<file path="src/rtl/i2c_target_regs.sv">
// i2c_target_regs: I2C target with a byte-wide register file behind a pointer
// protocol (addr+W, pointer, data... / addr+W, pointer, Sr, addr+R, data...).
// SCL/SDA are oversampled on scl_4x; SDA is driven open-drain style (0 pulls low).
// Optional feature macro: I2C_TGT_AUTOINC_EN - pointer advances after each
// written byte and each ACKed read byte; otherwise it stays put.
// state_dbg exposes the FSM state for observation.
module i2c_target_regs #(
    parameter logic [6:0] TARGET_ADDR = 7'h50,
    parameter int         DEPTH       = 16
) (
    input  logic                     scl_4x,
    input  logic                     rst,
    input  logic                     scl_i,
    input  logic                     sda_i,
    output logic                     sda_o,
    output logic                     busy,
    output logic                     wr_strobe,
    output logic [$clog2(DEPTH)-1:0] wr_index,
    output logic [7:0]               wr_data,
    output logic [3:0]               state_dbg
);

    localparam int IW = $clog2(DEPTH);

    typedef enum logic [3:0] {
        S_IDLE      = 4'd0,
        S_ADDR      = 4'd1,
        S_ADDR_ACK  = 4'd2,
        S_REG       = 4'd3,
        S_REG_ACK   = 4'd4,
        S_WDATA     = 4'd5,
        S_WDATA_ACK = 4'd6,
        S_RDATA     = 4'd7,
        S_RDATA_ACK = 4'd8,
        S_IGNORE    = 4'd9
    } state_t;

    state_t        state, state_n;
    logic          scl_q, sda_q;
    logic [2:0]    bit_cnt;
    logic [7:0]    shift;
    logic [IW-1:0] ptr;
    logic [IW-1:0] ptr_adv;
    logic [7:0]    regs [DEPTH];

    logic          scl_rise, scl_fall, start_c, stop_c, last_bit, addr_match;
    logic [7:0]    byte_in;

    assign scl_rise = scl_i & ~scl_q;
    assign scl_fall = ~scl_i & scl_q;
    assign start_c  = scl_i & scl_q & sda_q & ~sda_i;
    assign stop_c   = scl_i & scl_q & ~sda_q & sda_i;

    // Byte as it stands once the current bit is shifted in (MSB first).
    assign byte_in  = {shift[6:0], sda_i};
    assign last_bit = scl_rise && (bit_cnt == 3'd7);
    // General call (0x00) is never answered, even if TARGET_ADDR were 0.
    assign addr_match = (byte_in[7:1] == TARGET_ADDR) && (byte_in[7:1] != 7'h00);

`ifdef I2C_TGT_AUTOINC_EN
    assign ptr_adv = ptr + 1'b1;
`else
    assign ptr_adv = ptr;
`endif

    assign state_dbg = state;

    // wr_strobe is a valid-only pulse with no ready: the consumer must take
    // wr_index/wr_data in the single cycle wr_strobe is high; both then hold.

    // State register.
    always_ff @(posedge scl_4x) begin
        if (rst) state <= S_IDLE;
        else     state <= state_n;
    end

    // Next-state logic; START/STOP override every state.
    always_comb begin
        state_n = state;
        if (start_c) begin
            state_n = S_ADDR;
        end else if (stop_c) begin
            state_n = S_IDLE;
        end else begin
            case (state)
                S_ADDR:      if (last_bit) state_n = addr_match ? S_ADDR_ACK : S_IGNORE;
                S_ADDR_ACK:  if (scl_rise) state_n = shift[0] ? S_RDATA : S_REG;
                S_REG:       if (last_bit) state_n = S_REG_ACK;
                S_REG_ACK:   if (scl_rise) state_n = S_WDATA;
                S_WDATA:     if (last_bit) state_n = S_WDATA_ACK;
                S_WDATA_ACK: if (scl_rise) state_n = S_WDATA;
                S_RDATA:     if (last_bit) state_n = S_RDATA_ACK;
                S_RDATA_ACK: if (scl_rise) state_n = sda_i ? S_IGNORE : S_RDATA;
                default:     state_n = state;
            endcase
        end
    end

    // Datapath: sampling, shifting, SDA drive, pointer and register file.
    // SDA only changes on a detected scl_fall (SCL low), or at START/STOP/reset.
    // ACK states hold SDA low from the fall before the ACK clock to the fall
    // after it; the following state's fall action releases or drives data.
    always_ff @(posedge scl_4x) begin
        if (rst) begin
            scl_q     <= 1'b0;
            sda_q     <= 1'b0;
            sda_o     <= 1'b1;
            busy      <= 1'b0;
            wr_strobe <= 1'b0;
            wr_index  <= '0;
            wr_data   <= '0;
            bit_cnt   <= '0;
            shift     <= '0;
            ptr       <= '0;
            for (int i = 0; i < DEPTH; i++) regs[i] <= '0;
        end else begin
            scl_q     <= scl_i;
            sda_q     <= sda_i;
            wr_strobe <= 1'b0;
            if (start_c) begin
                bit_cnt <= '0;
                sda_o   <= 1'b1;
            end else if (stop_c) begin
                bit_cnt <= '0;
                sda_o   <= 1'b1;
                busy    <= 1'b0;
            end else begin
                case (state)
                    S_ADDR: begin
                        if (scl_rise) begin
                            shift   <= byte_in;
                            bit_cnt <= bit_cnt + 3'd1;
                            if (last_bit) begin
                                bit_cnt <= '0;
                                busy    <= addr_match;
                            end
                        end
                    end
                    S_ADDR_ACK, S_REG_ACK, S_WDATA_ACK: begin
                        if (scl_fall) sda_o <= 1'b0;
                        if (scl_rise) begin
                            bit_cnt <= '0;
                            // Read direction: capture the byte to send now.
                            if (state == S_ADDR_ACK && shift[0]) shift <= regs[ptr];
                        end
                    end
                    S_REG, S_WDATA: begin
                        if (scl_fall) sda_o <= 1'b1;
                        if (scl_rise) begin
                            shift   <= byte_in;
                            bit_cnt <= bit_cnt + 3'd1;
                            if (last_bit) begin
                                bit_cnt <= '0;
                                if (state == S_REG) begin
                                    ptr <= byte_in[IW-1:0];
                                end else begin
                                    regs[ptr] <= byte_in;
                                    wr_strobe <= 1'b1;
                                    wr_index  <= ptr;
                                    wr_data   <= byte_in;
                                    ptr       <= ptr_adv;
                                end
                            end
                        end
                    end
                    S_RDATA: begin
                        if (scl_fall) begin
                            sda_o <= shift[7];
                            shift <= {shift[6:0], 1'b0};
                        end
                        if (scl_rise) bit_cnt <= last_bit ? 3'd0 : bit_cnt + 3'd1;
                    end
                    S_RDATA_ACK: begin
                        if (scl_fall) sda_o <= 1'b1;
                        if (scl_rise) begin
                            bit_cnt <= '0;
                            if (sda_i) begin
                                busy <= 1'b0;
                            end else begin
                                ptr   <= ptr_adv;
                                shift <= regs[ptr_adv];
                            end
                        end
                    end
                    S_IGNORE: begin
                        sda_o <= 1'b1;
                        busy  <= 1'b0;
                    end
                    default: ;
                endcase
            end
        end
    end

endmodule

</file>
<file path="config.mk">
export PLATFORM = sky130hd
export DESIGN_NAME = i2c_target_regs
export DESIGN_NICKNAME = d
export VERILOG_FILES = /design/src/rtl/i2c_target_regs.sv
export SDC_FILE = /design/constraint.sdc
export NUM_CORES = 1
export LEC_CHECK = 0
export ABC_CLOCK_PERIOD_IN_PS = 6000
export BUFFER_PORTS_ARGS = -buffer_cell sky130_fd_sc_hd__buf_2
export CORE_AREA = 2 2 115 117
export DETAILED_ROUTE_END_ITERATION = 10
export DIE_AREA = 0 0 117 119
export GPL_ROUTABILITY_DRIVEN = 1
export HOLD_SLACK_MARGIN = 0.12
export PLACE_DENSITY = 0.88
export SYNTH_ARGS = -nofsm -noshare
export SYNTH_HDL_FRONTEND = slang
export SYNTH_SLANG_ARGS = --single-unit
</file>
<file path="constraint.sdc">
create_clock -name scl_4x -period 6 [get_ports scl_4x]
set_clock_uncertainty 0.05 [all_clocks]
set_input_delay 1.2 -clock scl_4x [delete_from_list [all_inputs] [get_ports scl_4x]]
set_output_delay 1.2 -clock scl_4x [all_outputs]
set_load 0.03 [all_outputs]
</file>
==> impl_metrics.sql <==
INSERT INTO impl_metrics (metric_group, metric, value, unit) VALUES
('outcome', 'outcome', 'complete, no violations', ''),
('clock_tree', 'post-cts-setup-buffers', '0', ''),
('global_routing', 'first_pass_grt_wire_length', '28100', 'um'),
('worst_hold_path', 'hp-class', 'flip-flop to flip-flop', ''),
('clock_tree', 'cts-root-to-sink-buffers', '2', ''),
('synthesis', 'synthMuxAreaShare', '11.1', '%'),
('critical_path', 'critPathRequiredTime', '5.99', 'ns'),
('floorplanning', 'die_width', '117', 'um'),
('final_layout', 'flow.area_growth_from_synthesis', '8.43', '%'),
('synthesis', 'synth_top_flop_cell', 'edfxtp_1', ''),
('synthesis', 'compound_cell_area_share_of_the_yosys_netlist', '8.13', '%'),
('global_routing', 'first_global_vias', '5205', ''),
('critical_path', 'crit_type', 'input port to flip-flop', ''),
('power_and_ir_drop', 'power_density', '278', 'nW/um^2'),
('clock_tree', 'postCtsResizedCells', '0', ''),
('drt', 'routed_antenna_nets', '0', ''),
('clock_tree', 'cts_num_sinks', '168', ''),
('floorplanning', 'number_of_core_rows', '42', ''),
('timing', 'slew-limit-headroom', '23.0', '%'),
('synthesis', 'synth_cell_types', '62', ''),
('timing', 'unrepaired_setup_endpoints_after_global_routing', 'false', ''),
('floorplanning', 'chipHeight', '119', 'um'),
('critical_path', 'worst_setup_path_end_kind', 'flip-flop', ''),
('synthesis', 'synth_async_sr_flop_share', '0', '%'),
('timing', 'fin_setup_tns', '0', 'ns'),
('synthesis', 'synth_enable_flop_cells', '128', ''),
('synthesis', 'synth_top_family_by_area', 'simple AND/OR/NAND/NOR gates', ''),
('placement', 'routabilityCongestion', '0.911', ''),
('placement', 'io_buffers', '22', ''),
('drt', 'detailedRoute.firstIterationViolations', '571', ''),
('floorplanning', 'ioPinCount', '23', ''),
('critical_path', 'cp-start-kind', 'input port', ''),
('power_and_ir_drop', 'p_leak', '3.02', 'nW'),
('floorplanning', 'core-area', '12900', 'um^2'),
('placement', 'dp_cells', '795', ''),
('timing', 'timing.final.setup_violations', '0', ''),
('global_routing', 'grt_antenna_before_repair', '0', ''),
('drt', 'drt_drc_violations_left', '0', ''),
('final_layout', 'finalInstanceArea', '8690', 'um^2'),
('synthesis', 'synthesis.area_per_instance', '12.4', 'um^2'),
('final_layout', 'nNetsFinal', '644', ''),
('final_layout', 'drive_gt1_share', '16.0', '%'),
('drt', 'detailroute.via_count', '5181', ''),
('final_layout', 'layout.cells.non_filler', '827', ''),
('synthesis', 'syn-instance-count', '647', ''),
('clock_tree', 'clock_latency', '0.43', 'ns'),
('drt', 'routed_wire_length_per_instance', '21.3', 'um'),
('drt', 'router_iterations_before_antenna_repair', '5', ''),
('clock_tree', 'tritoncts.num_buffers', '17', ''),
('synthesis', 'netlist_top_cells_area', 'edfxtp_1, and2_1, dfxtp_1', ''),
('flow_run', 'timing.max_cap.violations', '0', ''),
('drt', 'wirelength', '17600', 'um'),
('final_layout', 'most-common-layout-cells', 'and2_1, edfxtp_1, mux2i_1', ''),
('floorplanning', 'dieArea', '13900', 'um^2'),
('global_routing', 'aggregate_global_routing_overflow', '0', ''),
('global_routing', 'globalRouteTotalUtil', '27.4', '%'),
('timing', 'slew_viol_final', '0', ''),
('power_and_ir_drop', 'irDropWorstVdd', '0.177', 'mV'),
('critical_path', 'arrival', '4.46', 'ns'),
('clock_tree', 'cts_tree', 'built', ''),
('critical_path', 'setup.reg_to_reg.worst_slack', '2.13', 'ns'),
('timing', 'final.period_utilization', '74.6', '%'),
('final_layout', 'num_antenna_cells', '0', ''),
('placement', 'placed_area', '8140', 'um^2'),
('synthesis', 'yosys_register_bits', '168', ''),
('placement', 'hpwlAfterDp', '11400', 'um'),
('synthesis', 'syn_nets', '653', ''),
('critical_path', 'critPathMaxFanout', '32', ''),
('synthesis', 'syn_area', '8020', 'um^2'),
('final_layout', 'final_common_cell', 'and2_1', ''),
('clock_tree', 'ctsRootBufferMaster', 'clkbuf_16', '');
==> cell families (layout without fill, tap and decap cells) <==
| group | Yosys count | count (layout) |
|---|---|---|
| AO/OA/AOI/OAI | 96 | 96 |
| multiplexers | 66 | 66 |
| adder cells (fa/ha/maj) | 2 | 2 |
| flip-flops | 168 | 168 |
| AND/OR/NAND/NOR | 255 | 255 |
| XOR/XNOR | 1 | 1 |
| buffers and inverters | 59 | 63 |
==> report_power, final <==
part | switching (W) | total [W] | internal (W) | leakage (nW)
Clock | 0.000476 | 0.00103 | 0.000553 | 0.271
Combinational | 0.0000483 | 0.0000728 | 0.0000245 | 1.21
Sequential | 0.0000260 | 0.00132 | 0.00129 | 1.54
==> cell usage after synthesis, types with 8 or more instances <==
cell type	n
and2_1	130
edfxtp_1	128
mux2i_1	48
dfxtp_1	40
clkbuf_1	39
nor2_1	34
nand2_1	24
a21oi_1	20
o21ai_0	20
mux4_2	18
nand2b_1	10
a221oi_1	9
nor2b_1	8
==> flip-flops by register name (all words and copies together) (netlist names), named ones only <==
signal / count
regs: 128
shift: 8
wr_data: 8
ptr: 4
state_dbg: 4
wr_index: 4
bit_cnt: 3
busy: 1
scl_q: 1
sda_o: 1
sda_q: 1
wr_strobe: 1
==> final timing paths <==
check                           cells past startpoint           to    startpoint
worst max-delay path                                5  regs[13][6]           rst
worst min-delay path                                2   bit_cnt[2]    bit_cnt[2]
worst max register to register                      4  regs[13][6]  state_dbg[0]
worst min register to register                      2   bit_cnt[2]    bit_cnt[2]
==> per-stage QoR <==
| step | setup WS (ns) | utilization (%) | power [W] |
|---|---|---|---|
| floorplan | 2.23 | - | 0.00138 |
| global placement | 1.09 | 63.2 | 0.00141 |
| detailed placement | 0.866 | 63.2 | 0.00142 |
| CTS | 1.29 | 67.5 | 0.00242 |
| global route | 1.26 | 67.5 | 0.00248 |
| finish | 1.52 | 67.5 | 0.00242 |
==> routing by layer <==
layer | up-vias | part of all wire [%] | track usage, %
met3 | 50 | 9.8 | 6.01
met1 | 2503 | 38 | 36.5
met4 | 0 | 3.2 | 14.0
met5 | - | 0 | 0
met2 | 289 | 50 | 42.3
li1 | 2339 | - | -
==> final cells by class <==
class                           count  area (um^2)
Clock buffer                       19          443
Clock inverter                     13          109
Tap cell                          176          220
Sequential cell                   168         4650
Fill cell                         889         4180
Timing Repair Buffer               26          140
Multi-Input combinational cell    420         3120
Inverter                            5         18.8
==> critical path, cell delays in order <==
cell	delay, ns
buf_2	0.30
inv_1	0.56
o21ai_1	0.50
or4b_1	0.92
o21ai_0	0.97
Note: power is estimated with default switching activity, not from simulation.
